## config.mk

```make
export PLATFORM = sky130hd
export DESIGN_NAME = sps_encoder_flat
export DESIGN_NICKNAME = d
export VERILOG_FILES = /design/src/rtl/sps_encoder_if.sv /design/src/rtl/sps_encoder.sv /design/src/flat_wrapper.sv
export SDC_FILE = /design/constraint.sdc
export NUM_CORES = 1
export LEC_CHECK = 0
export ABC_AREA = 0
export CORE_AREA = 2 2 157 159
export DETAILED_ROUTE_END_ITERATION = 16
export DIE_AREA = 0 0 159 161
export SLEW_MARGIN = 5
export SYNTH_ARGS = -nofsm -noshare
export SYNTH_HDL_FRONTEND = slang
export SYNTH_SLANG_ARGS = --single-unit
export TNS_END_PERCENT = 5
```

## constraint.sdc

```tcl
create_clock -name clk -period 11.26 [get_ports clk]
set_input_delay 2.815 -clock clk [delete_from_list [all_inputs] [get_ports clk]]
set_output_delay 2.815 -clock clk [all_outputs]
set_load 0.005 [all_outputs]
```

## src/rtl/sps_encoder_if.sv

```systemverilog
// Request, field and serial-stream signals between the SPS encoder and its user.
// The master side drives the request and bit_ready; the slave (encoder) drives the stream.
interface sps_encoder_if;
    logic        start;
    logic [7:0]  profile;
    logic [15:0] width;
    logic [15:0] height;
    logic [7:0]  fps;
    logic [1:0]  chroma_format;
    logic [3:0]  bit_depth;
    logic        bit_out;
    logic        bit_valid;
    logic        bit_ready;
    logic [7:0]  bit_count;
    logic        busy;
    logic        done;
    logic        error;

    modport master (
        output start, profile, width, height, fps, chroma_format, bit_depth, bit_ready,
        input  bit_out, bit_valid, bit_count, busy, done, error
    );

    modport slave (
        input  start, profile, width, height, fps, chroma_format, bit_depth, bit_ready,
        output bit_out, bit_valid, bit_count, busy, done, error
    );
endinterface

```

## src/rtl/sps_encoder.sv

```systemverilog
// Serialises an SPS header (u(8)/ue(v) fields) one bit per valid/ready transfer, MSB first.
// Each field state holds a code word and a remaining-bit count; bits above the word are leading zeros.
module sps_encoder #(
    parameter int unsigned MAX_DIM = 32'd8192
) (
    input  logic         clk,
    input  logic         reset,
    sps_encoder_if.slave sps_if
);

    typedef enum logic [3:0] {
        S_IDLE, S_CHECK, S_PROFILE, S_WIDTH, S_HEIGHT,
        S_FPS, S_CHROMA, S_BITDEPTH, S_DONE
    } state_t;

    localparam logic [16:0] MAX_DIM_W = 17'(MAX_DIM);

    state_t      state_q, state_d;
    logic [7:0]  prof_q, fps_q;
    logic [15:0] width_q, height_q;
    logic [1:0]  chroma_q;
    logic [3:0]  depth_q;
    logic [16:0] word_q, word_d;
    logic [5:0]  rem_q, rem_d;
    logic        bit_out_q, bit_out_d;
    logic        bit_valid_q, bit_valid_d;
    logic [7:0]  bit_count_q;
    logic        busy_q, busy_d;
    logic        done_q, done_d;
    logic        error_q, error_d;
    logic        load_s, xfer_s, accept_s, illegal_s;
    logic [16:0] code_s;

    // Total ue(v) length for code c = v+1: 2*bitlen(c)-1.
    function automatic logic [5:0] ue_len(input logic [16:0] c);
        logic [5:0] n;
        n = 6'd0;
        for (int i = 0; i < 17; i++) begin
            if (c[i]) n = 6'(i + 1);
        end
        return 6'((n << 1) - 6'd1);
    endfunction

    function automatic logic stream_bit(input logic [16:0] w, input logic [5:0] rem);
        logic [4:0] idx;
        idx = 5'(rem - 6'd1);
        if (rem == 6'd0 || rem > 6'd17) return 1'b0;
        else return w[idx];
    endfunction

    function automatic state_t next_field(input state_t s);
        case (s)
            S_PROFILE:  return S_WIDTH;
            S_WIDTH:    return S_HEIGHT;
            S_HEIGHT:   return S_FPS;
            S_FPS:      return S_CHROMA;
            S_CHROMA:   return S_BITDEPTH;
            S_BITDEPTH: return S_DONE;
            default:    return S_IDLE;
        endcase
    endfunction

    assign xfer_s    = bit_valid_q && sps_if.bit_ready;
    assign accept_s  = (state_q == S_IDLE) && sps_if.start;
    assign illegal_s = (width_q == 16'd0) || ({1'b0, width_q} > MAX_DIM_W) ||
                       (height_q == 16'd0) || ({1'b0, height_q} > MAX_DIM_W) ||
                       (depth_q < 4'd8);

    // Next state, field word/counter loading and next registered outputs.
    always_comb begin
        state_d = state_q;
        word_d  = word_q;
        rem_d   = rem_q;
        load_s  = 1'b0;
        code_s  = 17'd0;
        case (state_q)
            S_IDLE: begin
                if (sps_if.start) state_d = S_CHECK;
                else state_d = S_IDLE;
            end
            S_CHECK: begin
                if (illegal_s) begin
                    state_d = S_DONE;
                end else begin
                    state_d = S_PROFILE;
                    load_s  = 1'b1;
                end
            end
            S_PROFILE, S_WIDTH, S_HEIGHT, S_FPS, S_CHROMA, S_BITDEPTH: begin
                if (xfer_s && rem_q == 6'd1) begin
                    state_d = next_field(state_q);
                    load_s  = (state_q != S_BITDEPTH);
                end else if (xfer_s) begin
                    rem_d = rem_q - 6'd1;
                end else begin
                    state_d = state_q;
                end
            end
            S_DONE:  state_d = S_IDLE;
            default: state_d = S_IDLE;
        endcase

        // Loading the next field here keeps bit_valid high across field boundaries.
        if (load_s) begin
            case (state_d)
                S_PROFILE: begin
                    word_d = {9'd0, prof_q};
                    rem_d  = 6'd8;
                end
                S_WIDTH: begin
                    code_s = {1'b0, width_q} + 17'd1;
                    word_d = code_s;
                    rem_d  = ue_len(code_s);
                end
                S_HEIGHT: begin
                    code_s = {1'b0, height_q} + 17'd1;
                    word_d = code_s;
                    rem_d  = ue_len(code_s);
                end
                S_FPS: begin
                    word_d = {9'd0, fps_q};
                    rem_d  = 6'd8;
                end
                S_CHROMA: begin
                    code_s = {15'd0, chroma_q} + 17'd1;
                    word_d = code_s;
                    rem_d  = ue_len(code_s);
                end
                S_BITDEPTH: begin
                    code_s = {13'd0, depth_q} - 17'd7;
                    word_d = code_s;
                    rem_d  = ue_len(code_s);
                end
                default: begin
                    word_d = word_q;
                    rem_d  = rem_q;
                end
            endcase
        end else begin
            code_s = 17'd0;
        end

        bit_valid_d = state_d inside {S_PROFILE, S_WIDTH, S_HEIGHT, S_FPS, S_CHROMA, S_BITDEPTH};
        bit_out_d   = bit_valid_d ? stream_bit(word_d, rem_d) : 1'b0;
        busy_d      = !(state_d inside {S_IDLE, S_DONE});
        done_d      = (state_d == S_DONE);
        error_d     = (state_q == S_CHECK) && illegal_s;
    end

    // State, latched request fields, bit counter and registered outputs.
    always_ff @(posedge clk or posedge reset) begin
        if (reset) begin
            state_q     <= S_IDLE;
            prof_q      <= 8'd0;
            width_q     <= 16'd0;
            height_q    <= 16'd0;
            fps_q       <= 8'd0;
            chroma_q    <= 2'd0;
            depth_q     <= 4'd0;
            word_q      <= 17'd0;
            rem_q       <= 6'd0;
            bit_out_q   <= 1'b0;
            bit_valid_q <= 1'b0;
            bit_count_q <= 8'd0;
            busy_q      <= 1'b0;
            done_q      <= 1'b0;
            error_q     <= 1'b0;
        end else begin
            state_q     <= state_d;
            word_q      <= word_d;
            rem_q       <= rem_d;
            bit_out_q   <= bit_out_d;
            bit_valid_q <= bit_valid_d;
            busy_q      <= busy_d;
            done_q      <= done_d;
            error_q     <= error_d;
            if (accept_s) begin
                prof_q      <= sps_if.profile;
                width_q     <= sps_if.width;
                height_q    <= sps_if.height;
                fps_q       <= sps_if.fps;
                chroma_q    <= sps_if.chroma_format;
                depth_q     <= sps_if.bit_depth;
                bit_count_q <= 8'd0;
            end else if (xfer_s) begin
                bit_count_q <= bit_count_q + 8'd1;
            end else begin
                bit_count_q <= bit_count_q;
            end
        end
    end

    assign sps_if.bit_out   = bit_out_q;
    assign sps_if.bit_valid = bit_valid_q;
    assign sps_if.bit_count = bit_count_q;
    assign sps_if.busy      = busy_q;
    assign sps_if.done      = done_q;
    assign sps_if.error     = error_q;

endmodule
```

## src/flat_wrapper.sv

```systemverilog
// flat-port wrapper written by rule: the top's interface ports become plain ports
module sps_encoder_flat 
#(
    parameter int unsigned MAX_DIM = 32'd8192
)
  (clk, reset, sps_if_start, sps_if_profile, sps_if_width, sps_if_height, sps_if_fps, sps_if_chroma_format, sps_if_bit_depth, sps_if_bit_ready, sps_if_bit_out, sps_if_bit_valid, sps_if_bit_count, sps_if_busy, sps_if_done, sps_if_error);
  sps_encoder_if sps_if_i ();
  input  logic clk;
  input  logic reset;
  input wire logic [$bits(sps_if_i.start)-1:0] sps_if_start;
  input wire logic [$bits(sps_if_i.profile)-1:0] sps_if_profile;
  input wire logic [$bits(sps_if_i.width)-1:0] sps_if_width;
  input wire logic [$bits(sps_if_i.height)-1:0] sps_if_height;
  input wire logic [$bits(sps_if_i.fps)-1:0] sps_if_fps;
  input wire logic [$bits(sps_if_i.chroma_format)-1:0] sps_if_chroma_format;
  input wire logic [$bits(sps_if_i.bit_depth)-1:0] sps_if_bit_depth;
  input wire logic [$bits(sps_if_i.bit_ready)-1:0] sps_if_bit_ready;
  output wire logic [$bits(sps_if_i.bit_out)-1:0] sps_if_bit_out;
  output wire logic [$bits(sps_if_i.bit_valid)-1:0] sps_if_bit_valid;
  output wire logic [$bits(sps_if_i.bit_count)-1:0] sps_if_bit_count;
  output wire logic [$bits(sps_if_i.busy)-1:0] sps_if_busy;
  output wire logic [$bits(sps_if_i.done)-1:0] sps_if_done;
  output wire logic [$bits(sps_if_i.error)-1:0] sps_if_error;
  assign sps_if_i.start = sps_if_start;
  assign sps_if_i.profile = sps_if_profile;
  assign sps_if_i.width = sps_if_width;
  assign sps_if_i.height = sps_if_height;
  assign sps_if_i.fps = sps_if_fps;
  assign sps_if_i.chroma_format = sps_if_chroma_format;
  assign sps_if_i.bit_depth = sps_if_bit_depth;
  assign sps_if_i.bit_ready = sps_if_bit_ready;
  assign sps_if_bit_out = sps_if_i.bit_out;
  assign sps_if_bit_valid = sps_if_i.bit_valid;
  assign sps_if_bit_count = sps_if_i.bit_count;
  assign sps_if_busy = sps_if_i.busy;
  assign sps_if_done = sps_if_i.done;
  assign sps_if_error = sps_if_i.error;
  sps_encoder #(.MAX_DIM(MAX_DIM)) u_core (.clk(clk), .reset(reset), .sps_if(sps_if_i));
endmodule
```

==> impl_metrics.tcl <==
set metrics [dict create \
    finalWeightedCongestion 0.9101 \
    critPathRequiredTime_ns 11.54 \
    fin_skew_ns 0.01492 \
    final_cell_mix "nand2_1 (169), dfrtp_1 (94), clkdlybuf4s50_1 (70)" \
    hp-class "flip-flop to flip-flop" \
    slew_headroom_pct 35.64 \
    synth_edf_count 0 \
    rrSetupSlack_ns 5.82 \
    yosysWarningCount 0 \
    antenna_found_initial 0 \
    synthToLayoutAreaGrowth_pct 16.89 \
    dp_cells 1232 \
    grt_pass1_vias 6168 \
    place_hpwl_um 16760 \
    grt_use_total_pct 17.04 \
    die_y_um 161 \
    diodes 0 \
    timing.max_cap.violations 0 \
    cts.sinks 94 \
    syn_area_per_cell_um2 7.892 \
    final.fill_count 2570 \
    crit_type "primary input to flip-flop" \
    period_needed_ns 7.184 \
    drive_above_1_share_pct 5.200 \
    dieArea_mm2 0.02560 \
    vdd_ir_drop_max_v 0.00009213 \
    synth_area_mm2 0.007039 \
    coreArea_mm2 0.02396 \
    hp-start "u_core.fps_q[7]$_DFFE_PP0P_" \
    design_area_mm2 0.008228 \
    synth_ff_type "dfrtp_1" \
    finalHoldViolations 0 \
    io_pins 71 \
    drt_iter0_markers 772 \
    final_common_cell "nand2_1" \
    rsz0062_at_grt "false" \
    postCtsSetupBuffers 0 \
    setup_viol 0 \
    grt_max_degree 74 \
    fin_nets 995 \
    portBuffers 70 \
    die_width_um 159 \
    synth_top_family_by_area "simple AND/OR/NAND/NOR gates" \
    root_buffer "clkbuf_16" \
    drtPass1Iterations 5 \
    async_flop_share_pct 100.0 \
    finalCoreUtilization_pct 34.34 \
    path_clk_slew_ns 0.07 \
    routed_wl_um 22070 \
    tightest_slew_ns 0.9619 \
    synth_xor_area_share_pct 6.470 \
    htreeDepth 3 \
    p_leak_nw 3.301 \
    synth-simple-area-share_pct 27.23 \
    cp.arrival_ns 7.46 \
    grt.overflow.total 0 \
    finalMaxSlewViolations 0 \
    vias 6729 \
    cp_max_fo 19 \
    drt.antenna.violating_nets 0 \
    status "finished clean" \
    drt-vias-per-instance 5.396 \
    holdBufCountCts 0 \
    startpoint_type "primary input" \
    fmax_ghz 0.1392 \
    slowest_delay_ns 0.67 \
    setup-tns-final_ns 0 \
    synth-compound-area-share_pct 21.72 \
    numCtsBuffers 9 \
    tritoncts "done" \
    fp-row-count 57 \
    cts_buffer_depth 2 \
    ys_seq_area_share_pct 33.42 \
    ys_seq_elements 94 \
    path_cells "clkdlybuf4s50_1, and4b_1, a211o_1, and3_1, clkinv_8, nor3_1, a221oi_1, o21ai_0, nor2_1, a21o_1, ha_1, or4_1, nand4_1, mux2i_1, a22oi_1, o21ai_1, o2bb2ai_1" \
    grt_pass1_wl_um 34640 \
    synth_cells 892 \
    ctsResizeCount 0 \
    routedWlPerCell_um 17.70 \
    synthMuxAreaShare_pct 2.186 \
    start_util_pct 29.38 \
    synth_cell_types 81 \
    power_density_mw_per_mm2 253.1 \
    fin_cells 1247 \
    crit_start "sps_if_bit_ready" \
    dpl-instance-area_mm2 0.007946 \
    rr_startpoint "u_core.height_q[6]$_DFFE_PP0P_" \
    endpoint_kind "flip-flop" \
    drc 0 \
    crit_slowest_cell "and3_1" \
    post-route-period-util_pct 63.80 \
    clk_latency_ns 0.36 \
    synth_fa_ha_area_share_pct 3.199 \
    syn_nets 968 \
]
kinds of logic (layout without fill, tap and decap cells):
group / count (synthesis) / in the layout
buf+inv: 97 / 128
xor+xnor: 52 / 52
mux: 15 / 15
fa+ha+maj: 18 / 18
compound gates: 218 / 218
flops: 94 / 94
simple gates: 398 / 398
final cells by class:
cell class | instances | area, µm² | share of cell area, %
sequential | 94 | 2352 | 28.59
tap | 324 | 405.4 | 4.927
timing repair buffer | 78 | 760.7 | 9.246
clock buffer | 11 | 232.7 | 2.828
inverter | 35 | 146.4 | 1.779
clock inverter | 4 | 48.80 | 0.5931
multi-input combinational | 701 | 4282 | 52.04
per-layer routing:
metal | routed length [µm] | track usage [%]
met1 | 10900 | 25.02
met2 | 9508 | 25.32
met3 | 969 | 1.900
met4 | 694 | 7.273
met5 | 0 | 0
critical path: cells and delay by family:
family,cells,cell delay (ns)
multiplexers,1,0.09
adder cells (fa/ha/maj),1,0.45
AO/OA/AOI/OAI,7,1.27
buffers and inverters,2,0.76
AND/OR/NAND/NOR,6,2.08
worst paths after layout:
path	cells past startpoint	endpoint
max	17	u_core.sps_if.bit_out$_DFF_PP0_
min	2	u_core.fps_q[7]$_DFFE_PP0P_
max reg2reg	17	u_core.sps_if.bit_out$_DFF_PP0_
min reg2reg	2	u_core.fps_q[7]$_DFFE_PP0P_
max in group asynchronous	3	u_core.word_q[6]$_DFF_PP0_
min in group asynchronous	2	u_core.sps_if.bit_count[7]$_DFFE_PP0P_
state kept, by name (all words and copies together), names as in the netlist:
signal and cells:
u_core.sps_if.busy 1, u_core.sps_if.bit_valid 1, u_core.depth_q 4, u_core.sps_if.error 1, u_core.rem_q 6, u_core.height_q 16
u_core.sps_if.bit_count 8, u_core.width_q 16, u_core.chroma_q 2, u_core.sps_if.bit_out 1, u_core.word_q 17, u_core.sps_if.done 1
u_core.fps_q 8, u_core.state_q 4, u_core.prof_q 8
report_power, final:
part           internal, mW  leakage [nW]  switching (mW)
clock network         0.171         0.139           0.135
logic                 0.436          1.99           0.630
registers             0.479          1.17           0.232
total                  1.09          3.30           0.997
synth_stat cells, types with 14 or more instances:
cell type | count | area, µm²
nand2_1 | 169 | 634.4
dfrtp_1 | 94 | 2352
nor2_1 | 60 | 225.2
o21ai_0 | 49 | 245.2
clkbuf_1 | 47 | 176.4
nand3_1 | 37 | 185.2
a21oi_1 | 34 | 170.2
xnor2_1 | 34 | 297.8
inv_1 | 32 | 120.1
nor3_1 | 25 | 125.1
nand4_1 | 22 | 137.6
ha_1 | 18 | 225.2
xor2_1 | 18 | 157.7
nor4_1 | 16 | 100.1
a31oi_1 | 15 | 93.84
o211ai_1 | 14 | 105.1
metrics by stage:
step | setup WS, ns | hold slack (ns) | total power [mW]
3_5_place_dp | 3.845 | 0.4731 | 1.762
4_1_cts | 4.200 | 0.4897 | 2.077
5_1_grt | 3.751 | 0.5038 | 2.248
6_report | 4.076 | 0.4908 | 2.082
3_3_place_gp | 3.944 | 0.4673 | 1.749
2_1_floorplan | 4.994 | 0.4450 | 1.457
Note: power is estimated with default switching activity, not from simulation.
